## config.mk

```make
export PLATFORM = sky130hd
export DESIGN_NAME = bus_arb_flat
export DESIGN_NICKNAME = d
export VERILOG_FILES = /design/src/rtl/bus_arb_if.sv /design/src/rtl/bus_arb.sv /design/src/flat_wrapper.sv
export SDC_FILE = /design/constraint.sdc
export NUM_CORES = 1
export LEC_CHECK = 0
export BUFFER_PORTS_ARGS = -buffer_cell sky130_fd_sc_hd__buf_2
export CAP_MARGIN = 25
export CORE_MARGIN = 2
export CORE_UTILIZATION = 30
export CTS_CLUSTER_DIAMETER = 100
export DETAILED_ROUTE_END_ITERATION = 10
export GPL_ROUTABILITY_DRIVEN = 0
export HOLD_SLACK_MARGIN = 0.06
export PLACE_DENSITY = 0.66
export SYNTH_ARGS = -nofsm -noshare
export SYNTH_HDL_FRONTEND = slang
export SYNTH_SLANG_ARGS = --single-unit
```

## constraint.sdc

```tcl
create_clock -name clk -period 1.7 [get_ports clk]
set_clock_uncertainty 0.15 [all_clocks]
set_input_delay 0.255 -clock clk [delete_from_list [all_inputs] [get_ports clk]]
set_output_delay 0.255 -clock clk [all_outputs]
set_load 0.01 [all_outputs]
```

## src/rtl/bus_arb_if.sv

```systemverilog
`default_nettype none
// ============================================================================
// Module      : bus_arb_if
// Description : Requester-side and memory-side signals of the bus arbiter.
// Revision    : 1.0 - initial release
// ============================================================================
interface bus_arb_if #(
    parameter int NUM_DOMAINS = 2,
    parameter int ADDR_W      = 17,
    parameter int DATA_W      = 8
);
    logic [NUM_DOMAINS-1:0]        req;
    logic [NUM_DOMAINS-1:0]        we;
    logic [NUM_DOMAINS*ADDR_W-1:0] addr;
    logic [NUM_DOMAINS*DATA_W-1:0] wdata;
    logic [NUM_DOMAINS-1:0]        pc_inhibit;
    logic [NUM_DOMAINS-1:0]        done;
    logic                          err;
    logic [DATA_W-1:0]             bus_in;
    logic                          mem_req;
    logic                          mem_we;
    logic [ADDR_W-1:0]             mem_addr;
    logic [DATA_W-1:0]             mem_wdata;
    logic                          mem_ack;
    logic [DATA_W-1:0]             mem_rdata;

    // The arbiter itself.
    modport slave (
        input  req, we, addr, wdata, mem_ack, mem_rdata,
        output pc_inhibit, done, err, bus_in, mem_req, mem_we, mem_addr, mem_wdata
    );

    // Requesting domains and memory model.
    modport master (
        output req, we, addr, wdata, mem_ack, mem_rdata,
        input  pc_inhibit, done, err, bus_in, mem_req, mem_we, mem_addr, mem_wdata
    );
endinterface
`default_nettype wire

```

## src/rtl/bus_arb.sv

```systemverilog
`default_nettype none
// ============================================================================
// Module      : bus_arb
// Description : Round-robin bus arbiter and req/ack memory-port sequencer.
// Revision    : 1.0 - initial release
// ============================================================================
module bus_arb #(
    parameter int NUM_DOMAINS = 2,
    parameter int ADDR_W      = 17,
    parameter int DATA_W      = 8,
    parameter int TIMEOUT     = 255
) (
    input  logic      clk,
    input  logic      reset,
    bus_arb_if.slave  bus
);
    localparam int GW = (NUM_DOMAINS > 1) ? $clog2(NUM_DOMAINS) : 1;
    localparam int CW = (TIMEOUT > 1) ? $clog2(TIMEOUT) : 1;
    localparam logic [GW-1:0] LAST_RST = GW'(NUM_DOMAINS - 1);
    localparam logic [CW-1:0] CNT_LAST = CW'(TIMEOUT - 1);

    typedef enum logic [1:0] {
        S_IDLE   = 2'd0,
        S_ACCESS = 2'd1,
        S_DONE   = 2'd2
    } state_t;

    state_t              state_q, state_d;
    logic [GW-1:0]       grant_q, grant_d;
    logic [GW-1:0]       last_q, last_d;
    logic [CW-1:0]       cnt_q, cnt_d;
    logic                err_q, err_d;
    logic                mem_req_q, mem_req_d;
    logic                mem_we_q, mem_we_d;
    logic [ADDR_W-1:0]   mem_addr_q, mem_addr_d;
    logic [DATA_W-1:0]   mem_wdata_q, mem_wdata_d;
    logic [DATA_W-1:0]   bus_in_q, bus_in_d;

    logic [GW-1:0]          win;
    logic                   win_vld;
    logic [GW-1:0]          idx;
    logic [NUM_DOMAINS-1:0] done_w;

    // First requester found scanning upward from the domain after last_grant.
    always_comb begin
        win     = '0;
        win_vld = 1'b0;
        idx     = '0;
        for (int k = 1; k <= NUM_DOMAINS; k++) begin
            idx = GW'((int'(last_q) + k) % NUM_DOMAINS);
            if (!win_vld && bus.req[idx]) begin
                win_vld = 1'b1;
                win     = idx;
            end
        end
    end

    always_comb begin
        state_d     = state_q;
        grant_d     = grant_q;
        last_d      = last_q;
        cnt_d       = cnt_q;
        err_d       = err_q;
        mem_req_d   = mem_req_q;
        mem_we_d    = mem_we_q;
        mem_addr_d  = mem_addr_q;
        mem_wdata_d = mem_wdata_q;
        bus_in_d    = bus_in_q;
        case (state_q)
            S_IDLE: begin
                mem_req_d = 1'b0;
                if (win_vld) begin
                    grant_d     = win;
                    mem_we_d    = bus.we[win];
                    mem_addr_d  = bus.addr[int'(win)*ADDR_W +: ADDR_W];
                    mem_wdata_d = bus.wdata[int'(win)*DATA_W +: DATA_W];
                    mem_req_d   = 1'b1;
                    cnt_d       = '0;
                    err_d       = 1'b0;
                    state_d     = S_ACCESS;
                end
            end
            S_ACCESS: begin
                if (bus.mem_ack) begin
                    mem_req_d = 1'b0;
                    if (!mem_we_q) bus_in_d = bus.mem_rdata;
                    state_d   = S_DONE;
                end else if (cnt_q == CNT_LAST) begin
                    // Abort: this is the TIMEOUT-th cycle without an ack.
                    mem_req_d = 1'b0;
                    bus_in_d  = '1;
                    err_d     = 1'b1;
                    state_d   = S_DONE;
                end else begin
                    cnt_d = cnt_q + 1'b1;
                end
            end
            S_DONE: begin
                last_d  = grant_q;
                cnt_d   = '0;
                state_d = S_IDLE;
            end
            default: state_d = S_IDLE;
        endcase
    end

    always_ff @(posedge clk or negedge reset) begin
        if (!reset) begin
            state_q     <= S_IDLE;
            grant_q     <= '0;
            last_q      <= LAST_RST;
            cnt_q       <= '0;
            err_q       <= 1'b0;
            mem_req_q   <= 1'b0;
            mem_we_q    <= 1'b0;
            mem_addr_q  <= '0;
            mem_wdata_q <= '0;
            bus_in_q    <= '0;
        end else begin
            state_q     <= state_d;
            grant_q     <= grant_d;
            last_q      <= last_d;
            cnt_q       <= cnt_d;
            err_q       <= err_d;
            mem_req_q   <= mem_req_d;
            mem_we_q    <= mem_we_d;
            mem_addr_q  <= mem_addr_d;
            mem_wdata_q <= mem_wdata_d;
            bus_in_q    <= bus_in_d;
        end
    end

    always_comb begin
        done_w = '0;
        if (state_q == S_DONE) done_w[grant_q] = 1'b1;
    end

    assign bus.done       = done_w;
    assign bus.err        = (state_q == S_DONE) && err_q;
    assign bus.pc_inhibit = bus.req & ~done_w;
    assign bus.bus_in     = bus_in_q;
    assign bus.mem_req    = mem_req_q;
    assign bus.mem_we     = mem_we_q;
    assign bus.mem_addr   = mem_addr_q;
    assign bus.mem_wdata  = mem_wdata_q;
endmodule
`default_nettype wire
```

## src/flat_wrapper.sv

```systemverilog
// flat-port wrapper written by rule: the top's interface ports become plain ports
module bus_arb_flat 
#(
    parameter int NUM_DOMAINS = 2,
    parameter int ADDR_W      = 17,
    parameter int DATA_W      = 8,
    parameter int TIMEOUT     = 255
)
  (clk, reset, bus_req, bus_we, bus_addr, bus_wdata, bus_mem_ack, bus_mem_rdata, bus_pc_inhibit, bus_done, bus_err, bus_bus_in, bus_mem_req, bus_mem_we, bus_mem_addr, bus_mem_wdata);
  bus_arb_if #(.NUM_DOMAINS(NUM_DOMAINS), .ADDR_W(ADDR_W), .DATA_W(DATA_W)) bus_i ();
  input  logic clk;
  input  logic reset;
  input wire logic [$bits(bus_i.req)-1:0] bus_req;
  input wire logic [$bits(bus_i.we)-1:0] bus_we;
  input wire logic [$bits(bus_i.addr)-1:0] bus_addr;
  input wire logic [$bits(bus_i.wdata)-1:0] bus_wdata;
  input wire logic [$bits(bus_i.mem_ack)-1:0] bus_mem_ack;
  input wire logic [$bits(bus_i.mem_rdata)-1:0] bus_mem_rdata;
  output wire logic [$bits(bus_i.pc_inhibit)-1:0] bus_pc_inhibit;
  output wire logic [$bits(bus_i.done)-1:0] bus_done;
  output wire logic [$bits(bus_i.err)-1:0] bus_err;
  output wire logic [$bits(bus_i.bus_in)-1:0] bus_bus_in;
  output wire logic [$bits(bus_i.mem_req)-1:0] bus_mem_req;
  output wire logic [$bits(bus_i.mem_we)-1:0] bus_mem_we;
  output wire logic [$bits(bus_i.mem_addr)-1:0] bus_mem_addr;
  output wire logic [$bits(bus_i.mem_wdata)-1:0] bus_mem_wdata;
  assign bus_i.req = bus_req;
  assign bus_i.we = bus_we;
  assign bus_i.addr = bus_addr;
  assign bus_i.wdata = bus_wdata;
  assign bus_i.mem_ack = bus_mem_ack;
  assign bus_i.mem_rdata = bus_mem_rdata;
  assign bus_pc_inhibit = bus_i.pc_inhibit;
  assign bus_done = bus_i.done;
  assign bus_err = bus_i.err;
  assign bus_bus_in = bus_i.bus_in;
  assign bus_mem_req = bus_i.mem_req;
  assign bus_mem_we = bus_i.mem_we;
  assign bus_mem_addr = bus_i.mem_addr;
  assign bus_mem_wdata = bus_i.mem_wdata;
  bus_arb #(.NUM_DOMAINS(NUM_DOMAINS), .ADDR_W(ADDR_W), .DATA_W(DATA_W), .TIMEOUT(TIMEOUT)) u_core (.clk(clk), .reset(reset), .bus(bus_i));
endmodule
```

==> impl_metrics.toml <==
[global_route]
grt_max_degree = 49
use_met3_pct = 3.143
gr-usage-met1_pct = 16.21
grt_pass1_vias = 2076
grt_pass1_wl_um = 9294
grtUsageMet2_pct = 22.84
grt_usage_pct = 13.23
gr-total-overflow = 0
grt_busiest_layer = "met2"
antenna_found_initial = 0

[placed_design]
portBuffers = 104
place_ws_ns = 0.03263
place.detailed.hpwl_um = 4107

[critical_path]
cp_cell_sequence = "buf_6 > nand4_1 > o211ai_1 > or4_1 > nand3_1"
r2r_end = "u_core.cnt_q[4]"
cp_slowest_cell = "or4_1"
cpPeakStageDelay_ns = 0.43
end_kind = "flop"
cp_max_fo = 6
ff2ff_path_depth = 5
worst-r2r-setup-slack_ns = 0.06
cp_top_family = "simple AND/OR/NAND/NOR gates"
crit_buf_inv = 1
required_ns = 1.79
critPathKind = "flop to flop"
r2r-start = "u_core.cnt_q[2]"
start_kind = "flop"
crit_arrival_ns = 1.74

[hold_path]
hp-class = "primary input to flop"
whs_endpoint = "u_core.bus.mem_addr[11]"
worstHoldPathCells = 3
min-delay-start = "bus_addr[11]"

[floorplanning]
core_mm2 = 0.007727
die_y_um = 93.49
std_cell_rows = 32
die_x_um = 93.49
die-area_mm2 = 0.008739
num_io_pins = 105
initial_core_util_pct = 31.09

[cells_and_area]
area_growth_pct = 38.33
num_antenna_cells = 0
utilization_pct = 43.01
nets = 420
drive_above_1_share_pct = 43.06

[sta]
finalSetupViolations = 0
worstMarginPinSlew_ns = 0.3253
final.setup.worst_slack_ns = 0.05515
slew_headroom_pct = 78.31
period_share_pct = 96.76
period_minus_slack_ns = 1.645
final_hold_viol_count = 0
max_freq_mhz = 608.0
slew_viol_final = 0
tns_ns = 0
rsz0062_at_grt = "true"

[synthesis]
async_flop_share_pct = 100.0
synth_edf_count = 0
synth_flop_cell = "dfrtp_1"
yosysWarningCount = 0
syn_nets = 302
synth_cell_types = 42
netlist_area_mm2 = 0.002402
ys_ff_latch = 48
ys_seq_area_share_pct = 50.05
avgSynthCellArea_um2 = 10.22
synth_cells = 235

[pwr]
power.leakage_nw = 1.639
peakVddDrop_mv = 0.5277
powerDensity_mw_per_mm2 = 1470
power.total_mw = 4.884

[cts]
cts_buffer_depth = 2
numCtsBuffers = 5
cts_num_sinks = 48
cts_tree = "built"
htree_levels = 2
clock-root-buffer = "clkbuf_8"
clk_pin_slew_ns = 0.09
clk_latency_ns = 0.30

[route]
postRouteAntennaNets = 0
dr.pass1.iters = 4
drc = 0
wl_um = 5667
viasPerCell = 4.690
wl_per_cell_um = 12.45
drt_iter0_markers = 68
vias = 2134

[job]
cap_violations = 0

[run_status]
status = "finished clean"
==> layout make-up <==
type / instances / area [µm²]
Clock buffer: 6 / 72.57
Clock inverter: 1 / 5.005
Fill cell: 761 / 4404
Inverter: 6 / 25.02
Multi-Input combinational cell: 166 / 1156
Sequential cell: 48 / 1204
Tap cell: 102 / 127.6
Timing Repair Buffer: 126 / 733.2
==> per-stage QoR <==
stage          cells  hold WS [ns]  area, µm²
4_1_cts          451       0.06308       3231
3_3_place_gp     443        0.1142       3137
3_5_place_dp     443        0.1109       3137
5_1_grt          455       0.06908       3323
6_report         455       0.07311       3323
2_1_floorplan    235       -0.1906       2402
==> worst max path at each step <==
stage                      startpoint  depth (start not counted)                 to
finish                u_core.cnt_q[2]                          5    u_core.cnt_q[4]
global route          u_core.cnt_q[2]                          5    u_core.cnt_q[4]
CTS                 u_core.state_q[0]                          4  bus_pc_inhibit[1]
detailed placement    u_core.cnt_q[1]                          5    u_core.cnt_q[4]
global placement      u_core.cnt_q[1]                          5    u_core.cnt_q[4]
floorplan             u_core.cnt_q[0]                          6    u_core.cnt_q[4]
==> worst register-to-register path, cell delays in order, from the launching register on <==
cell and delay (ns):
dfrtp_1 0.40, buf_6 0.14, nand4_1 0.19, o211ai_1 0.19
or4_1 0.43, nand3_1 0.09
==> synth_stat cells (all sizes together), types with 2 or more instances <==
library cell / instances / area share [%]
nand2: 39 / 6.1
nor2: 6 / 0.94
o211ai: 4 / 1.3
mux2i: 27 / 11
a21oi: 4 / 0.83
clkbuf: 8 / 2.1
buf: 7 / 2.1
xor2: 3 / 1.1
inv: 6 / 0.94
nor3: 4 / 1.3
nand3: 4 / 0.83
nor4: 2 / 0.78
o21ai: 37 / 7.7
ha: 2 / 1.0
and3: 2 / 0.57
a2bb2oi: 8 / 2.9
dfrtp: 47 / 49
o22ai: 9 / 2.3
and4: 2 / 0.78
==> power breakdown <==
part           total (mW)  leakage (nW)  internal, mW  switching [mW]
clock network       0.642        0.0410         0.280           0.362
logic                2.29          1.00          1.09            1.21
registers            1.95         0.594          1.63           0.318
total                4.88          1.64          3.00            1.89
==> cell usage in the layout, fill, tap and decap left out, types with 2 or more instances in the layout <==
master	synthesis	routed
o22ai_1	9	9
and4_2	1	2
buf_12	0	3
a2bb2oi_1	8	5
nand3_1	4	3
dfrtp_1	47	46
buf_4	4	16
o21ai_1	23	21
nor2_1	6	5
buf_2	2	104
buf_6	1	2
nand2_1	39	39
o211ai_1	4	4
nor3_1	3	3
mux2i_1	27	27
clkbuf_8	2	5
a2bb2oi_2	0	3
xor2_1	3	3
o21ai_0	14	14
inv_1	5	4
a21oi_1	4	4
==> state kept, by name, summed over array words and instances (netlist names) <==
name	count
u_core.bus.bus_in	8
u_core.bus.mem_req	1
u_core.grant_q	1
u_core.bus.mem_wdata	8
u_core.state_q	2
u_core.cnt_q	8
u_core.err_q	1
u_core.bus.mem_we	1
u_core.last_q	1
u_core.bus.mem_addr	17
==> logic make-up after synthesis <==
family,after synthesis,share of synthesized area [%]
mux,27,11.25
simple gates,65,13.18
fa+ha+maj,2,1.042
xor+xnor,4,1.459
flops,48,50.05
buf+inv,21,5.156
compound gates,68,17.87
==> per-layer routing <==
metal  share of wire, %  wire (µm)  vias to the layer above
met1                 43       2457                      967
met2                 49       2773                       85
met5                  0          0                        -
met3                6.6        376                        5
li1                   -          -                     1077
met4                1.1         60                        0
==> what timing repair did <==
item	4_1_cts	5_1_grt
endpoints found under the hold margin	48	0
resized for setup	2	14
pin swaps	0	1
hold buffers	1	0
setup endpoints to repair	3	15
setup buffers	0	4
(Power assumes the default switching activity.)
